<file path="src/rtl/pipe_ctrl_pkg.sv">
// Shared definitions for the pipeline hazard controller: FSM encoding and
// the default MEM wait limit.
package pipe_ctrl_pkg;
  typedef enum logic [1:0] {
    RUN   = 2'd0,
    WAIT  = 2'd1,
    FAULT = 2'd2
  } ctrl_state_e;

  localparam int unsigned WAIT_MAX_DEF = 255;
endpackage

</file>
<file path="src/rtl/sat_counter32.sv">
// 32-bit up counter with enable that sticks at all-ones instead of wrapping.
module sat_counter32 (
  input  logic        cpu_clk,
  input  logic        cpu_rst,
  input  logic        inc,
  output logic [31:0] cnt
);
  // Written every cycle so the register always reflects its own current value.
  always_ff @(posedge cpu_clk or posedge cpu_rst) begin
    if (cpu_rst) cnt <= '0;
    else         cnt <= cnt + {31'd0, (inc && !(&cnt))};
  end
endmodule

</file>
<file path="src/rtl/pipe_hazard_ctrl.sv">
// Hazard controller for a 5-stage pipeline: MEM bus-wait freeze with timeout
// fault, load-use interlock, taken-branch flush and stall/flush counters.
module pipe_hazard_ctrl
  import pipe_ctrl_pkg::*;
#(
  parameter int unsigned WAIT_MAX = WAIT_MAX_DEF
) (
  input  logic        cpu_clk,
  input  logic        cpu_rst,
  input  logic [4:0]  id_rs1,
  input  logic [4:0]  id_rs2,
  input  logic        id_re1,
  input  logic        id_re2,
  input  logic [4:0]  ex_wR,
  input  logic        ex_rf_we,
  input  logic        ex_is_load,
  input  logic        ex_branch_taken,
  input  logic        mem_req,
  input  logic        mem_ready,
  output logic        pc_stall,
  output logic        if_id_stall,
  output logic        id_ex_stall,
  output logic        ex_mem_stall,
  output logic        if_id_flush,
  output logic        id_ex_flush,
  output logic        mem_wb_bubble,
  output logic        bus_err,
  output logic [31:0] stall_cnt,
  output logic [31:0] flush_cnt
);
  localparam logic [7:0] WAIT_LIM = 8'(WAIT_MAX);

  ctrl_state_e state, state_nxt;
  logic [7:0]  wcnt, wcnt_nxt;
  logic        mem_hold, freeze, load_use;

  assign mem_hold = mem_req && !mem_ready && (state != FAULT);
  assign freeze   = mem_hold || (state == FAULT);
  assign load_use = ex_is_load && ex_rf_we && (ex_wR != 5'd0) &&
                    ((id_re1 && id_rs1 == ex_wR) || (id_re2 && id_rs2 == ex_wR));

  always_ff @(posedge cpu_clk or posedge cpu_rst) begin
    if (cpu_rst) begin
      state   <= RUN;
      wcnt    <= 8'd0;
      bus_err <= 1'b0;
    end else begin
      state   <= state_nxt;
      wcnt    <= wcnt_nxt;
      if (state_nxt == FAULT) bus_err <= 1'b1;
    end
  end

  always_comb begin
    state_nxt = state;
    wcnt_nxt  = wcnt;
    case (state)
      RUN: if (mem_hold) begin
        state_nxt = WAIT;
        wcnt_nxt  = 8'd1;
      end
      WAIT: begin
        if (!mem_hold) begin
          state_nxt = RUN;
          wcnt_nxt  = 8'd0;
        end else if (wcnt == WAIT_LIM) begin
          state_nxt = FAULT;
          wcnt_nxt  = 8'd0;
        end else begin
          wcnt_nxt  = wcnt + 8'd1;
        end
      end
      FAULT: state_nxt = FAULT;
      default: begin
        state_nxt = RUN;
        wcnt_nxt  = 8'd0;
      end
    endcase
  end

  // Freeze beats branch beats load-use; a branch seen during freeze stays
  // in EX and is flushed once the freeze lifts.
  always_comb begin
    pc_stall      = 1'b0;
    if_id_stall   = 1'b0;
    id_ex_stall   = 1'b0;
    ex_mem_stall  = 1'b0;
    if_id_flush   = 1'b0;
    id_ex_flush   = 1'b0;
    mem_wb_bubble = 1'b0;
    if (freeze) begin
      pc_stall      = 1'b1;
      if_id_stall   = 1'b1;
      id_ex_stall   = 1'b1;
      ex_mem_stall  = 1'b1;
      mem_wb_bubble = 1'b1;
    end else if (ex_branch_taken) begin
      if_id_flush = 1'b1;
      id_ex_flush = 1'b1;
    end else if (load_use) begin
      pc_stall    = 1'b1;
      if_id_stall = 1'b1;
      id_ex_flush = 1'b1;
    end
  end

  sat_counter32 u_stall_cnt (
    .cpu_clk (cpu_clk),
    .cpu_rst (cpu_rst),
    .inc     (pc_stall),
    .cnt     (stall_cnt)
  );

  sat_counter32 u_flush_cnt (
    .cpu_clk (cpu_clk),
    .cpu_rst (cpu_rst),
    .inc     (if_id_flush),
    .cnt     (flush_cnt)
  );
endmodule

</file>
<file path="config.mk">
export PLATFORM = sky130hd
export DESIGN_NAME = pipe_hazard_ctrl
export DESIGN_NICKNAME = d
export VERILOG_FILES = /design/src/rtl/pipe_ctrl_pkg.sv /design/src/rtl/sat_counter32.sv /design/src/rtl/pipe_hazard_ctrl.sv
export SDC_FILE = /design/constraint.sdc
export NUM_CORES = 1
export LEC_CHECK = 0
export BUFFER_PORTS_ARGS = -buffer_cell sky130_fd_sc_hd__buf_2
export CAP_MARGIN = 20
export CORE_ASPECT_RATIO = 1.2
export CORE_MARGIN = 2
export CORE_UTILIZATION = 52
export CTS_CLUSTER_DIAMETER = 150
export DETAILED_ROUTE_END_ITERATION = 10
export GPL_TIMING_DRIVEN = 0
export PLACE_DENSITY = 0.77
export SLEW_MARGIN = 15
export SYNTH_ARGS = -nofsm -noshare
export SYNTH_HDL_FRONTEND = slang
export SYNTH_SLANG_ARGS = --single-unit
export TNS_END_PERCENT = 30
</file>
<file path="constraint.sdc">
create_clock -name cpu_clk -period 3.1 [get_ports cpu_clk]
set_clock_uncertainty 0.15 [all_clocks]
set_input_delay 0.31 -clock cpu_clk [delete_from_list [all_inputs] [get_ports cpu_clk]]
set_output_delay 0.31 -clock cpu_clk [all_outputs]
set_load 0.01 [all_outputs]
</file>
=== After elaboration in Yosys (flattened, before gate mapping) ===
Cells that the tools add are included.

* Output and inout port bits: 72
* Logic and storage cells: 52
* Flip-flop bits (word level): 75
* Input port bits: 24

* Bitwise gates (word level): 1
* Reduce and logical (&&, ||, !) cells: 19
* $add $sub $neg: 3
* Equal/unequal tests: 8
* Mux-type cells: 16

{| class="wikitable"
|+ Operator list
! kind !! number
|-
| adder 32 x 1 -> 32 bit || 2
|-
| AND reduction 32 bit || 2
|-
| 2-to-1 mux 8 bit || 3
|-
| one-hot mux 8 bit (3 select lines) || 1
|-
| == test 5 bit || 2
|-
| logical AND 1 bit || 9
|-
| adder 8 x 1 -> 8 bit (second input constant) || 1
|-
| == test 8 bit (second input constant) || 1
|-
| 2-to-1 mux 1 bit || 8
|-
| 2-to-1 mux 2 bit || 3
|-
| one-hot mux 2 bit (3 select lines) || 1
|-
| nonzero test 5 bit || 1
|-
| == test 2 bit (second input constant) || 2
|-
| inequality test 2 bit (second input constant) || 2
|-
| zero test 1 bit || 3
|-
| == test 2 x 1 -> 1 bit (second input constant) || 1
|-
| zero test 2 bit || 1
|-
| logical OR 1 bit || 2
|-
| AND reduction 2 bit || 1
|-
| inverter 1 bit || 1
|}

=== Depth between registers and ports, before layout ===
* Depth after elaboration: 9
* Mapped depth: 12
* Depth with buffers taken out: 12

=== By module ===
A second synthesis with hierarchy kept.

* Cells, all modules: 330
* Area, all modules: 3776.1 µm²

{| class="wikitable"
|+ By module, submodules not included
! module !! cells an instance !! seq. area each (µm²) !! instances !! area an instance (µm²)
|-
| sat_counter32 (u_flush_cnt) || 124 || 800.8 || 1 || 1532.7
|-
| sat_counter32 (u_stall_cnt) || 123 || 800.8 || 1 || 1463.9
|-
| pipe_hazard_ctrl || 83 || 275.3 || 1 || 779.5
|}

=== Worst setup path after synthesis ===
No wires, ideal clock.

* Kind: register to register
* Start point: register state[0]
* End point: register u_flush_cnt.cnt[22]
* Arrival: 2592 ps
* Data required time: 2825 ps
* Setup time: 125 ps
* Cell stages (with the launch flop): 12
* Slack: 233 ps
* Buffers on the path: 0
* Clock period less this slack: 2867 ps
* Cells stage by stage: dfrtp_1 -> nand2b_1 -> o21ai_0 -> nor2_1 -> o21a_1 -> ha_1 -> ha_1 -> and3_1 -> nand4_1 -> nor3_1 -> nand3_1 -> xnor2_1

* Cells in the longest elaborated chain, start to end: 6
* Elaborated cells between the ends (all ways): 7

{| class="wikitable"
|+ Ends and longest elaborated chain
! item !! line !! RTL
|-
| from (decl) || pipe_hazard_ctrl.sv:33 || <nowiki>ctrl_state_e state, state_nxt;</nowiki>
|-
| from (signal assigned) || pipe_hazard_ctrl.sv:48 || <nowiki>state <= state_nxt;</nowiki>
|-
| inequality test 2 bit || pipe_hazard_ctrl.sv:37 || <nowiki>assign mem_hold = mem_req && !mem_ready && (state != FAULT);</nowiki>
|-
| logical AND 1 bit || pipe_hazard_ctrl.sv:37 ||
|-
| logical OR 1 bit * || pipe_hazard_ctrl.sv:38 || <nowiki>assign freeze = mem_hold || (state == FAULT);</nowiki>
|-
| 2-to-1 mux 1 bit * || pipe_hazard_ctrl.sv:91 || <nowiki>if (freeze) begin</nowiki>
|-
| via if_id_flush || pipe_hazard_ctrl.sv:24 || <nowiki>output logic if_id_flush,</nowiki>
|-
| logical AND 1 bit * || sat_counter32.sv:11 || <nowiki>else cnt <= cnt + {31'd0, (inc && !(&cnt))};</nowiki>
|-
| adder 32 x 1 -> 32 bit * || sat_counter32.sv:11 ||
|-
| to (signal assigned) || sat_counter32.sv:11 ||
|-
| to (decl) || sat_counter32.sv:6 || <nowiki>output logic [31:0] cnt</nowiki>
|}

Mark *: on every way through the listed nets, which the timed path passes. The rest lies on a longest branch.
A chain may end at the register's enable or synchronous reset.

=== Final worst setup path ===
* Start point: register state[0]
* End point: register u_flush_cnt.cnt[22]

* Cells in the longest elaborated chain, start to end: 6
* Elaborated cells between the ends (all ways): 7

{| class="wikitable"
|+ Ends and longest elaborated chain
! item !! line
|-
| inequality test 2 bit || pipe_hazard_ctrl.sv:37
|-
| logical AND 1 bit || pipe_hazard_ctrl.sv:37
|-
| logical OR 1 bit * || pipe_hazard_ctrl.sv:38
|-
| 2-to-1 mux 1 bit * || pipe_hazard_ctrl.sv:91
|-
| logical AND 1 bit * || sat_counter32.sv:11
|-
| adder 32 x 1 -> 32 bit * || sat_counter32.sv:11
|}

Mark *: on every way between the ends. The rest lies on a longest branch, timed or not.

==> summary by stage <==
CTS
The largest buffer count on any clock path is 2. The CTS tree is built. In this run the clock root is driven by a sky130_fd_sc_hd__clkbuf_8. At the later pin of the worst-skew pair, clock insertion delay measures 0.34 ns.

In this run the number of H-tree levels came out at 3. The number of clock buffers added by TritonCTS is 9. The total clock sinks is 75. Clock-pin slew was measured on the worst setup and hold paths at around 0.080 ns.

Floorplan
The standard-cell row count is 32. The die covers approximately 7500 um2. The effective utilization at floorplan is 54.4%. The floorplan step set the die width to 79.2 um.

The floorplan die height is 94.3 um. The standard cell core area is 6490 um2. The number of primary I/O pins is 96.

Final layout
The footprint of the multi-input gates is 1620 um2. Leaving out fill and tap cells, the most frequent cell in the layout is sky130_fd_sc_hd__buf_2. In the final design database the tool counted 458 nets. Once layout is complete, the cells apart from fillers number 519.

The diode insertion count for antenna repair is 0. The sequential cells in the finished layout cover a total of 1880 um2. Leaving out fill and tap cells, the most frequent cells in the layout are sky130_fd_sc_hd__buf_2, sky130_fd_sc_hd__dfrtp_1, sky130_fd_sc_hd__xnor2_1.

The layout has between 500 and 600 filler cells. The core occupancy in the finished layout is 67.4%. Of the cells placed in the final design, the portion with a size suffix greater than 1 is 30.4%. Relative to the synthesized area, the layout overhead comes to 23.9%.

Worst setup path
For the worst flop-to-flop path, the logic depth is 12. STA classifies the critical path endpoint as a register. Data on the critical path arrives at its endpoint at 3.04 ns. The worst setup path is launched from a register. Along the worst path, the maximum fanout reaches 7. The critical path in this run is classified as reg2reg.

At the worst endpoint, the required time is around 3.2 ns.

Synth
Synthesis produced a netlist whose cell count is 319. During synthesis, Yosys emitted a total of 0 warnings. The sequential element share of the synthesized area is 53.2%. The netlist area before placement is 3530 um2. In this run the mean area of a mapped cell was approximately 11 um2.

The synthesized netlist net count is 348. After synthesis, the netlist uses 37 different library cells. The flip-flop and latch count after synthesis is 75.

Power
The worst supply voltage drop on vdd is 324 uV. The overall power consumption is between 2 and 2.5 mW. Power spread over the standard cell area amounts to around 510 nW/um2. The leakage power is between 2 and 2.5 nW.

Placed design
The count of buffers inserted at the top-level ports is 95. The number of instances in the placed design is 500. The congestion estimate from routability-driven global placement came to 0.803. Summed over all nets, the half-perimeter wirelength after detailed placement is 5350 um.

Hold path
The min-delay analysis places its worst path in the category in2reg. The instance count along the most critical hold path is 3.

Routing
The final routed wire length divided by cell count is 14.0 um. The first detailed-routing pass ran for 4 iterations. The average via count per standard cell is about 5.3. The number of design-rule violations left by the first detailed-router iteration is 117.

The final antenna-violating net count is 0. For this block, the routed nets add up to 7270 um of wire. The total DRC errors in the routed layout is 0. The total via count after detailed routing is around 2,700.

Global route
The most crowded layer after global routing is met2. In the global route stage, met3 resource usage came out at approximately 3.4%. The pin count of the biggest net entering global routing is 39.

The number of antenna violations at the first check in global routing is 0. The via count of the first global-routing pass is 2,588. The global-route usage over all layers is about a fifth. The met2 track demand over resource is 31.9%. The met1 capacity usage during global routing is between 20% and 30%.

The total global routing overflow is 0. The first-pass GRT wire length is 11,800 um.

STA
The actual slew at the worst max-slew pin is 0.595 ns. Hold timing on the final database bottoms out at a slack of 0.130 ns. The total count of max-transition violations in the final report was 0. The smallest clock period supported by the final layout is computed as 2.96 ns.

Setup violations remaining at the end of the flow were counted as 0. The worst pin sits at a relative slew slack of 59.9%. The final critical path takes up 95.4% of the cycle.

The maximum clock frequency is around 340 MHz. Setup repair after global routing could not meet its margin everywhere. The final count of hold timing violations is 0.

Run status
The run finished with clean final reports.

Flow run
The tool flagged a number of max-cap violations equal to 0.
==> cells in the mapped netlist, drive strengths merged <==
master | number | area share, %
dfrtp | 75 | 53
xnor2 | 55 | 14
nand2 | 32 | 3.4
nand3 | 32 | 5.0
nor2 | 17 | 1.8
xor2 | 17 | 4.2
and3 | 13 | 2.3
nand4 | 11 | 1.9
o21ai | 10 | 1.4
and4 | 7 | 1.7
nor3 | 6 | 0.99
and2 | 5 | 0.89
ha | 5 | 1.8
nor4 | 5 | 2.1
inv | 4 | 0.43
buf | 3 | 0.64
a21o | 2 | 0.43
nand2b | 2 | 0.35
o21a | 2 | 0.43
o22ai | 2 | 0.35
o31ai | 2 | 0.43
or3 | 2 | 0.50
a21boi | 1 | 0.21
a21oi | 1 | 0.14
a22o | 1 | 0.25
a41o | 1 | 0.28
clkbuf | 1 | 0.11
nand4bb | 1 | 0.32
nor2b | 1 | 0.18
o211ai | 1 | 0.21
or2 | 1 | 0.18
or4 | 1 | 0.21
==> layout make-up <==
type	instances	share of cell area, %
Tap cell	85	2.43
Buffer	4	0.601
Multi-Input combinational cell	236	37.1
Timing Repair Buffer	99	11.9
Clock inverter	6	1.49
Inverter	4	0.400
Clock buffer	10	3.15
Sequential cell	75	42.9
==> registers in the layout (all words and copies together), names as in the netlist <==
register	count
bus_err	1
state	2
u_flush_cnt.cnt	32
u_stall_cnt.cnt	32
wcnt	8
==> layer usage <==
layer	vias up	share of wire, %
met3	9	4.0
met4	0	1.3
met1	1336	46
met2	61	49
li1	1321	-
met5	-	0
==> timing repair <==
item / in CTS / in global routing
endpoints found under the hold margin: 37 / 0
buffers inserted: 0 / 2
pin swaps: 0 / 1
hold buffers: 1 / 0
setup endpoints to repair: 5 / 9
resized for setup: 3 / 1
==> where the power goes <==
part	internal (mW)	switching [mW]
combinational	0.142	0.165
clock	0.394	0.364
sequential	1.06	0.111
==> cells by family (layout without fill, tap and decap cells) <==
group           Yosys count  after routing  share of synthesized area [%]
compound gates           23             23                           4.15
xor+xnor                 72             72                           17.9
fa+ha+maj                 5              5                           1.77
buf+inv                   8            123                           1.17
flops                    75             75                           53.2
simple gates            136            136                           21.9
==> through the flow <==
stage	setup TNS (ns)	cell area (um2)	worst slack, ns
after detailed placement	-0.653	4130	-0.190
after global routing	-0.105	4370	-0.0454
final	0	4370	0.142
after floorplan	0	3530	0.233
after CTS	-0.0199	4360	-0.0199
after global placement	-14.05	4110	-0.186
==> critical path, stage by stage (launching register included) <==
cell and delay (ns):
sky130_fd_sc_hd__dfrtp_1 0.44, sky130_fd_sc_hd__nand2b_1 0.15, sky130_fd_sc_hd__o21ai_0 0.22, sky130_fd_sc_hd__nor2_2 0.29, sky130_fd_sc_hd__o21a_1 0.17, sky130_fd_sc_hd__ha_1 0.20, sky130_fd_sc_hd__ha_1 0.20, sky130_fd_sc_hd__and3_1 0.25
sky130_fd_sc_hd__nand4_1 0.12, sky130_fd_sc_hd__buf_4 0.18, sky130_fd_sc_hd__nor3_2 0.22, sky130_fd_sc_hd__nand3_1 0.12, sky130_fd_sc_hd__xnor2_1 0.14
==> worst paths after layout <==
kind,slack (ns),start,end
setup / recovery,0.14,state[0],u_flush_cnt.cnt[22]
hold / removal,0.13,mem_ready,state[0]
setup reg to reg,0.14,state[0],u_flush_cnt.cnt[22]
hold reg to reg,0.32,bus_err,bus_err
max in group asynchronous,1.85,cpu_rst,u_flush_cnt.cnt[16]
min in group asynchronous,0.41,cpu_rst,wcnt[7]
Note: power is estimated with default switching activity, not from simulation.
